--- src/rtl/fir_stream_sequencer_pkg.sv ---
// ---------------------------------------------------------------------------
// fir_stream_sequencer_pkg
//   Shared definitions for the FIR stream sequencer: FSM state encoding,
//   default FIR sample widths (shared with the FIR and its bench) and a
//   helper that sizes counters from their maximum value.
// ---------------------------------------------------------------------------
package fir_stream_sequencer_pkg;

  localparam int DEF_INPUT_WIDTH  = 16;
  localparam int DEF_OUTPUT_WIDTH = 38;

  typedef enum logic [2:0] {
    ST_IDLE     = 3'd0,
    ST_FETCH    = 3'd1,
    ST_ISSUE    = 3'd2,
    ST_WAIT_OUT = 3'd3,
    ST_CHECK    = 3'd4,
    ST_GAP      = 3'd5,
    ST_DONE     = 3'd6
  } seq_state_e;

  // Number of bits needed to hold values 0..max_val (never less than 1).
  function automatic int cnt_width(input int max_val);
    int w;
    w = 1;
    while ((64'd1 << w) <= 64'(max_val)) begin
      w = w + 1;
    end
    return w;
  endfunction

endpackage

--- src/rtl/fir_seq_timer.sv ---
// ---------------------------------------------------------------------------
// fir_seq_timer
//   Loadable down-counter with a terminal flag. Used by the sequencer for the
//   inter-sample gap and for the FIR response timeout.
// Ports
//   clk         in   clock, rising edge
//   reset       in   async active-low reset (counter -> 0)
//   load        in   load load_value (has priority over dec)
//   load_value  in   WIDTH  value to load
//   dec         in   decrement by one; holds at zero
//   terminal    out  counter is zero
// ---------------------------------------------------------------------------
module fir_seq_timer #(
  parameter int WIDTH = 4
) (
  input  logic             clk,
  input  logic             reset,
  input  logic             load,
  input  logic [WIDTH-1:0] load_value,
  input  logic             dec,
  output logic             terminal
);

  logic [WIDTH-1:0] count_q;
  logic [WIDTH-1:0] count_d;

  always_comb begin
    count_d = count_q;
    if (load) begin
      count_d = load_value;
    end else if (dec && (count_q != '0)) begin
      count_d = count_q - 1'b1;
    end
  end

  always_ff @(posedge clk or negedge reset) begin
    if (!reset) begin
      count_q <= '0;
    end else begin
      count_q <= count_d;
    end
  end

  assign terminal = (count_q == '0);

endmodule

--- src/rtl/fir_stream_sequencer.sv ---
// ---------------------------------------------------------------------------
// fir_stream_sequencer
//   On-chip stimulus/check engine for a FIR filter. Reads input samples and
//   expected results from two sync-read ROMs sharing one address, pulses each
//   sample into the FIR, waits (bounded) for the FIR result, compares it with
//   the expected value and keeps mismatch/sample counters and error flags.
// Ports
//   clk, reset      clock (rising edge), async active-low reset
//   start           1-cycle run request, honoured only when idle or done
//   rom_addr        shared ROM address (ROM data valid one cycle later)
//   in_rom_data     input sample from ROM
//   exp_rom_data    expected FIR output from ROM
//   fir_din         sample to FIR, held until the next issue
//   fir_in_valid    1-cycle pulse per sample
//   fir_dout        FIR result
//   fir_out_valid   FIR result strobe
//   busy / done     run in progress / run finished (done held until start)
//   mismatch        1-cycle pulse per compare failure
//   err_count       saturating mismatch count for this run
//   sample_count    samples checked this run
//   timeout_err     sticky: run aborted because the FIR never answered
//   spurious_err    sticky: fir_out_valid seen while not waiting for it
// ---------------------------------------------------------------------------
module fir_stream_sequencer
  import fir_stream_sequencer_pkg::*;
#(
  parameter int INPUT_WIDTH  = DEF_INPUT_WIDTH,
  parameter int OUTPUT_WIDTH = DEF_OUTPUT_WIDTH,
  parameter int LENGTH       = 221184,
  parameter int ADDR_WIDTH   = 18,
  parameter int GAP_CYCLES   = 5,
  parameter int TIMEOUT      = 1024
) (
  input  logic                    clk,
  input  logic                    reset,
  input  logic                    start,
  output logic [ADDR_WIDTH-1:0]   rom_addr,
  input  logic [INPUT_WIDTH-1:0]  in_rom_data,
  input  logic [OUTPUT_WIDTH-1:0] exp_rom_data,
  output logic [INPUT_WIDTH-1:0]  fir_din,
  output logic                    fir_in_valid,
  input  logic [OUTPUT_WIDTH-1:0] fir_dout,
  input  logic                    fir_out_valid,
  output logic                    busy,
  output logic                    done,
  output logic                    mismatch,
  output logic [ADDR_WIDTH:0]     err_count,
  output logic [ADDR_WIDTH:0]     sample_count,
  output logic                    timeout_err,
  output logic                    spurious_err
);

  localparam int GAP_W = cnt_width(GAP_CYCLES);
  localparam int TMO_W = cnt_width(TIMEOUT);

  // The gap timer counts down to zero while in GAP, so loading N-1 yields N
  // GAP cycles.
  localparam logic [GAP_W-1:0] GAP_LOAD = (GAP_CYCLES > 0) ? GAP_W'(GAP_CYCLES - 1) : '0;
  // The timeout window is measured from the fir_in_valid pulse (the ISSUE
  // cycle is elapsed cycle 0). Loading TIMEOUT-2 makes the timer reach zero
  // in the WAIT_OUT cycle that is TIMEOUT-1 cycles after the pulse, so DONE
  // is entered exactly TIMEOUT cycles after it. TIMEOUT=1 gives up after
  // the first WAIT_OUT cycle.
  localparam logic [TMO_W-1:0] TMO_LOAD = (TIMEOUT > 1) ? TMO_W'(TIMEOUT - 2) : '0;
  localparam logic [ADDR_WIDTH-1:0] LAST_ADDR = ADDR_WIDTH'(LENGTH - 1);
  localparam logic [ADDR_WIDTH:0]   CNT_MAX   = '1;

  seq_state_e state_q, state_d;

  logic [ADDR_WIDTH-1:0]   rom_addr_q, rom_addr_d;
  logic [INPUT_WIDTH-1:0]  fir_din_q, fir_din_d;
  logic [OUTPUT_WIDTH-1:0] exp_q, exp_d;
  logic [OUTPUT_WIDTH-1:0] cap_q, cap_d;
  logic [ADDR_WIDTH:0]     err_count_q, err_count_d;
  logic [ADDR_WIDTH:0]     sample_count_q, sample_count_d;
  logic                    timeout_err_q, timeout_err_d;
  logic                    spurious_err_q, spurious_err_d;

  logic gap_load, gap_dec, gap_term;
  logic tmo_load, tmo_dec, tmo_term;
  logic mismatch_c;

  fir_seq_timer #(.WIDTH(GAP_W)) u_gap_timer (
    .clk        (clk),
    .reset      (reset),
    .load       (gap_load),
    .load_value (GAP_LOAD),
    .dec        (gap_dec),
    .terminal   (gap_term)
  );

  fir_seq_timer #(.WIDTH(TMO_W)) u_tmo_timer (
    .clk        (clk),
    .reset      (reset),
    .load       (tmo_load),
    .load_value (TMO_LOAD),
    .dec        (tmo_dec),
    .terminal   (tmo_term)
  );

  always_comb begin
    state_d        = state_q;
    rom_addr_d     = rom_addr_q;
    fir_din_d      = fir_din_q;
    exp_d          = exp_q;
    cap_d          = cap_q;
    err_count_d    = err_count_q;
    sample_count_d = sample_count_q;
    timeout_err_d  = timeout_err_q;
    spurious_err_d = spurious_err_q;
    gap_load       = 1'b0;
    gap_dec        = 1'b0;
    tmo_load       = 1'b0;
    tmo_dec        = 1'b0;
    mismatch_c     = 1'b0;

    case (state_q)
      ST_IDLE, ST_DONE: begin
        if (start) begin
          state_d        = ST_FETCH;
          rom_addr_d     = '0;
          err_count_d    = '0;
          sample_count_d = '0;
          timeout_err_d  = 1'b0;
          spurious_err_d = 1'b0;
        end
      end
      ST_FETCH: begin
        state_d = ST_ISSUE;
      end
      ST_ISSUE: begin
        fir_din_d = in_rom_data;
        exp_d     = exp_rom_data;
        tmo_load  = 1'b1;
        state_d   = ST_WAIT_OUT;
      end
      ST_WAIT_OUT: begin
        if (fir_out_valid) begin
          cap_d   = fir_dout;
          state_d = ST_CHECK;
        end else if (tmo_term) begin
          timeout_err_d = 1'b1;
          state_d       = ST_DONE;
        end else begin
          tmo_dec = 1'b1;
        end
      end
      ST_CHECK: begin
        sample_count_d = sample_count_q + 1'b1;
        if (cap_q != exp_q) begin
          mismatch_c = 1'b1;
          if (err_count_q != CNT_MAX) begin
            err_count_d = err_count_q + 1'b1;
          end
        end
        if (rom_addr_q == LAST_ADDR) begin
          state_d = ST_DONE;
        end else begin
          rom_addr_d = rom_addr_q + 1'b1;
          if (GAP_CYCLES == 0) begin
            state_d = ST_FETCH;
          end else begin
            gap_load = 1'b1;
            state_d  = ST_GAP;
          end
        end
      end
      ST_GAP: begin
        if (gap_term) begin
          state_d = ST_FETCH;
        end else begin
          gap_dec = 1'b1;
        end
      end
      default: begin
        state_d = ST_IDLE;
      end
    endcase

    // A result strobe outside WAIT_OUT is never consumed; flag it. Placed
    // after the start clear so a strobe in the start cycle is still reported.
    if (fir_out_valid && (state_q != ST_WAIT_OUT)) begin
      spurious_err_d = 1'b1;
    end
  end

  always_ff @(posedge clk or negedge reset) begin
    if (!reset) begin
      state_q        <= ST_IDLE;
      rom_addr_q     <= '0;
      fir_din_q      <= '0;
      exp_q          <= '0;
      cap_q          <= '0;
      err_count_q    <= '0;
      sample_count_q <= '0;
      timeout_err_q  <= 1'b0;
      spurious_err_q <= 1'b0;
    end else begin
      state_q        <= state_d;
      rom_addr_q     <= rom_addr_d;
      fir_din_q      <= fir_din_d;
      exp_q          <= exp_d;
      cap_q          <= cap_d;
      err_count_q    <= err_count_d;
      sample_count_q <= sample_count_d;
      timeout_err_q  <= timeout_err_d;
      spurious_err_q <= spurious_err_d;
    end
  end

  // The ROM word only arrives in ISSUE, the same cycle as the valid pulse,
  // so it is forwarded straight through; fir_din_q holds it afterwards.
  assign fir_in_valid = (state_q == ST_ISSUE);
  assign fir_din      = fir_in_valid ? in_rom_data : fir_din_q;
  assign rom_addr     = rom_addr_q;
  assign busy         = (state_q != ST_IDLE) && (state_q != ST_DONE);
  assign done         = (state_q == ST_DONE);
  assign mismatch     = mismatch_c;
  assign err_count    = err_count_q;
  assign sample_count = sample_count_q;
  assign timeout_err  = timeout_err_q;
  assign spurious_err = spurious_err_q;

endmodule
--- config.mk ---
export PLATFORM = sky130hd
export DESIGN_NAME = fir_stream_sequencer
export DESIGN_NICKNAME = d
export VERILOG_FILES = /design/src/rtl/fir_stream_sequencer_pkg.sv /design/src/rtl/fir_seq_timer.sv /design/src/rtl/fir_stream_sequencer.sv
export SDC_FILE = /design/constraint.sdc
export NUM_CORES = 1
export LEC_CHECK = 0
export ABC_CLOCK_PERIOD_IN_PS = 5400
export CORE_UTILIZATION = 40
export CTS_CLUSTER_DIAMETER = 60
export DETAILED_ROUTE_END_ITERATION = 16
export GPL_ROUTABILITY_DRIVEN = 1
export PLACE_DENSITY = 0.65
export SYNTH_ARGS = -nofsm -noshare
export SYNTH_HDL_FRONTEND = slang
export SYNTH_SLANG_ARGS = --single-unit
--- constraint.sdc ---
create_clock -name clk -period 5.4 [get_ports clk]
set_clock_uncertainty 0.1 [all_clocks]
set_input_delay 1.35 -clock clk [delete_from_list [all_inputs] [get_ports clk]]
set_output_delay 1.35 -clock clk [all_outputs]
set_load 0.01 [all_outputs]
==> metrics.yaml <==
clk_latency_ps: 430
p_int_mw: 3.15
synth_ff_type: "dfrtp_1"
fp-row-count: 51
drive_gt1_share_pct: 9.65
die-area_sq_mm: 0.0204
finalHoldViolations: 0
crit_chain: "or3b_2, inv_2, nand2_1, nand2_1, clkdlybuf4s50_1"
max-vdd-ir-drop_mv: 0.285
final.setup.tns_ps: 0
ctsResizeCount: 0
slew_viol_final: 0
clockPowerShare_pct: 23.2
fin_crit_sh_pct: 80.2
hold_path.class: "reg2reg"
max_stage_delay_ps: 560
viasPerCell: 4.96
regToRegEndpoint: "rom_addr[17]$_DFFE_PN0P_"
finalNetCount: 1074
grt_first_pass_wirelength_um: 30000
powerDensity_mw_per_mm2: 467
clock_sinks: 167
grt_overflow_total: 0
path_max_fanout: 38
drt-total-wl_um: 17900
holdPathEnd: "fir_din_q[0]$_DFF_PN0_"
status: "finished clean"
maxSlewHeadroom_pct: 34.0
synth-edff-count: 0
required_ps: 3950
endpoint_kind: "output port"
switching_share_pct: 35.4
p_leak_nw: 4.59
yosys_warnings: 0
r2r_cells: 7
fmax_mhz: 231
io_pins: 174
die_h_um: 143
p_seq_share_pct: 40.3
reg2reg_slack_ps: 2400
layout_setup_ws_ps: 1070
fill_cells: 1779
ys_ff_latch: 167
slowest_stage: "dfrtp_1"
cts_buffers: 17
final_cell_area_sq_mm: 0.0104
fp.dieW_um: 143
worstHoldStart: "fir_din_q[0]$_DFF_PN0_"
path_clk_slew_ps: 70
p_switching_mw: 1.73
synth_seq_area_share_pct: 52.7
syn_area_sq_mm: 0.00792
h-tree-depth: 4
drtAntennaViolNets: 0
detail_route.iter0.violations: 327
track_usage_pct: 18.8
grt_pass1_vias: 6039
syn_area_per_cell_sq_um: 9.81
post_cts_buffers: 0
cts-root-buf: "clkbuf_16"
synth_cells: 808
rsz0062_at_grt: "false"
first_pass_iters: 4
core_sq_mm: 0.0195
clk_path_buf_depth: 2
synthDistinctLibCells: 56
drt-wirelength-per-cell_um: 14.4
hold_depth: 2
grt_max_degree: 94
grt_antenna_before_repair: 1
comb_power_share_pct: 36.5
io_buffer_count: 173
r2r_start: "state_q[0]$_DFFE_PN0P_"
start_util_pct: 40.7
drc_errors: 0
layout_min_cycle_time_ps: 4330
antenna_cells: 0
cap_violations: 0
place_congestion: 0.775
num_vias: 6199
worstPathArrival_ps: 2880
crit_path_frequent_cell: "nand2_1"
cts_tree: "built"
dpl_worst_slack_ps: 1420
final-setup-viol-count: 0
cp-start-kind: "register"
area_growth_pct: 31.9
tightest_slew_ps: 987
syn-num-nets: 911
async_flop_share_pct: 100
postCtsHoldBufs: 0
critPathKind: "reg2out"
hold_ws_ps: 370
place_area_sq_mm: 0.00991
dp_hpwl_um: 12100
[metal layers]
metal / vias up / share of wire, % / GRT usage [%]
li1: 3085 / - / -
met1: 2918 / 47 / 24.6
met2: 174 / 45 / 29.2
met3: 20 / 7.5 / 6.27
met4: 2 / 1.3 / 6.11
met5: - / 0.084 / 0
[synthesized netlist by cell type (all sizes together) (2+ instances only)]
master | n | area (sq um)
a22o | 4 | 35.0
or3 | 10 | 62.6
nand4b | 5 | 43.8
nor3b | 3 | 22.5
a31oi | 3 | 18.8
and2 | 7 | 43.8
ha | 7 | 87.6
nand3b | 2 | 15.0
nand2 | 219 | 822
a211oi | 2 | 15.0
o21ai | 27 | 135
nor3 | 16 | 101
or3b | 2 | 17.5
a221o | 8 | 80.1
xor2 | 13 | 114
and3 | 15 | 93.8
nor4 | 8 | 65.1
nor2 | 47 | 176
o211ai | 3 | 27.5
mux2 | 39 | 439
nand3 | 36 | 185
a211o | 3 | 26.3
or2 | 2 | 12.5
mux2i | 7 | 70.1
o31ai | 3 | 36.3
nor4b | 2 | 17.5
dfrtp | 167 | 4180
or4 | 4 | 41.3
clkbuf | 27 | 101
buf | 9 | 46.3
and4 | 2 | 17.5
inv | 9 | 33.8
a21oi | 20 | 104
nand4 | 18 | 119
xnor2 | 49 | 429
a21o | 3 | 22.5
[metrics by stage]
step                utilization (%)  power, mW  cells
floorplan                         -       3.14    808
global placement               50.9       3.76   1217
detailed placement             50.9       3.80   1217
CTS                            53.7       4.95   1249
global route                   53.7       5.24   1249
finish                         53.7       4.88   1249
[sequential cells by signal (all words and copies together), names as in the netlist]
name / flops
err_count: 19
spurious_err: 1
timeout_err: 1
state_q: 3
exp_q: 38
cap_q: 38
fir_din_q: 16
sample_count: 19
rom_addr: 18
u_tmo_timer.count_q: 11
u_gap_timer.count_q: 3
[placed cells by master (no fill, tap or decap), types with 4 or more instances in the layout]
cell type,n
a221o_1,8
xnor2_1,49
a22o_1,4
clkinvlp_4,4
nor2_1,47
buf_4,6
mux2i_1,7
and2_1,7
and3_1,15
nand2_1,218
a21oi_1,19
o21ai_0,23
dfrtp_1,167
clkbuf_16,17
nand4b_1,5
nand3_1,35
or3_1,10
mux2_2,39
nand4_1,17
nor3_1,13
nor4_1,7
o21ai_1,4
ha_1,7
clkdlybuf4s50_1,172
xor2_1,13
inv_1,8
[power by group through the flow]
stage | combinational (mW) | sequential [mW] | clock (mW)
2_1_floorplan | 1.23 | 1.91 | 0
3_3_place_gp | 1.79 | 1.98 | 0
3_5_place_dp | 1.80 | 1.99 | 0
4_1_cts | 1.82 | 1.97 | 1.16
5_1_grt | 2.00 | 2.03 | 1.22
6_report | 1.78 | 1.97 | 1.13
[worst max-delay path by stage]
| stage | end | from | slack (ps) |
|---|---|---|---|
| CTS | fir_din[15] | state_q[2]$_DFFE_PN0P_ | 1000 |
| detailed placement | fir_din[15] | in_rom_data[15] | 1420 |
| finish | fir_din[15] | state_q[0]$_DFFE_PN0P_ | 1070 |
| floorplan | fir_din[0] | state_q[1]$_DFFE_PN0P_ | 2060 |
| global route | fir_din[15] | state_q[2]$_DFFE_PN0P_ | 810 |
| global placement | fir_din[15] | in_rom_data[15] | 1430 |
[final cells by class]
cell class / instances / area, sq um / share of cell area, %
inverters: 9 / 33.8 / 0.323
multi-input cells: 596 / 3560 / 34.1
flip-flops and latches: 167 / 4180 / 40.0
well taps: 265 / 332 / 3.17
clock inverters: 12 / 95.1 / 0.910
clock buffers: 20 / 447 / 4.27
repair buffers: 180 / 1800 / 17.2
[logic make-up after synthesis]
kind of cell               Yosys count  synth area share (%)
and+or+nand+nor                    401                  23.7
xor gates and xnor gates            62                  6.85
buffers and inverters               45                  2.29
adders and majority gates            7                  1.11
muxes                               46                  6.43
DFF                                167                  52.7
AOI/OAI and AO/OA                   80                  6.87
[worst max-delay path, delay by kind of cell (launching register included)]
family        cells  cell delay, ps
buf+inv           2            1030
flops             1             560
simple gates      3             840
Note: power is estimated with default switching activity, not from simulation.
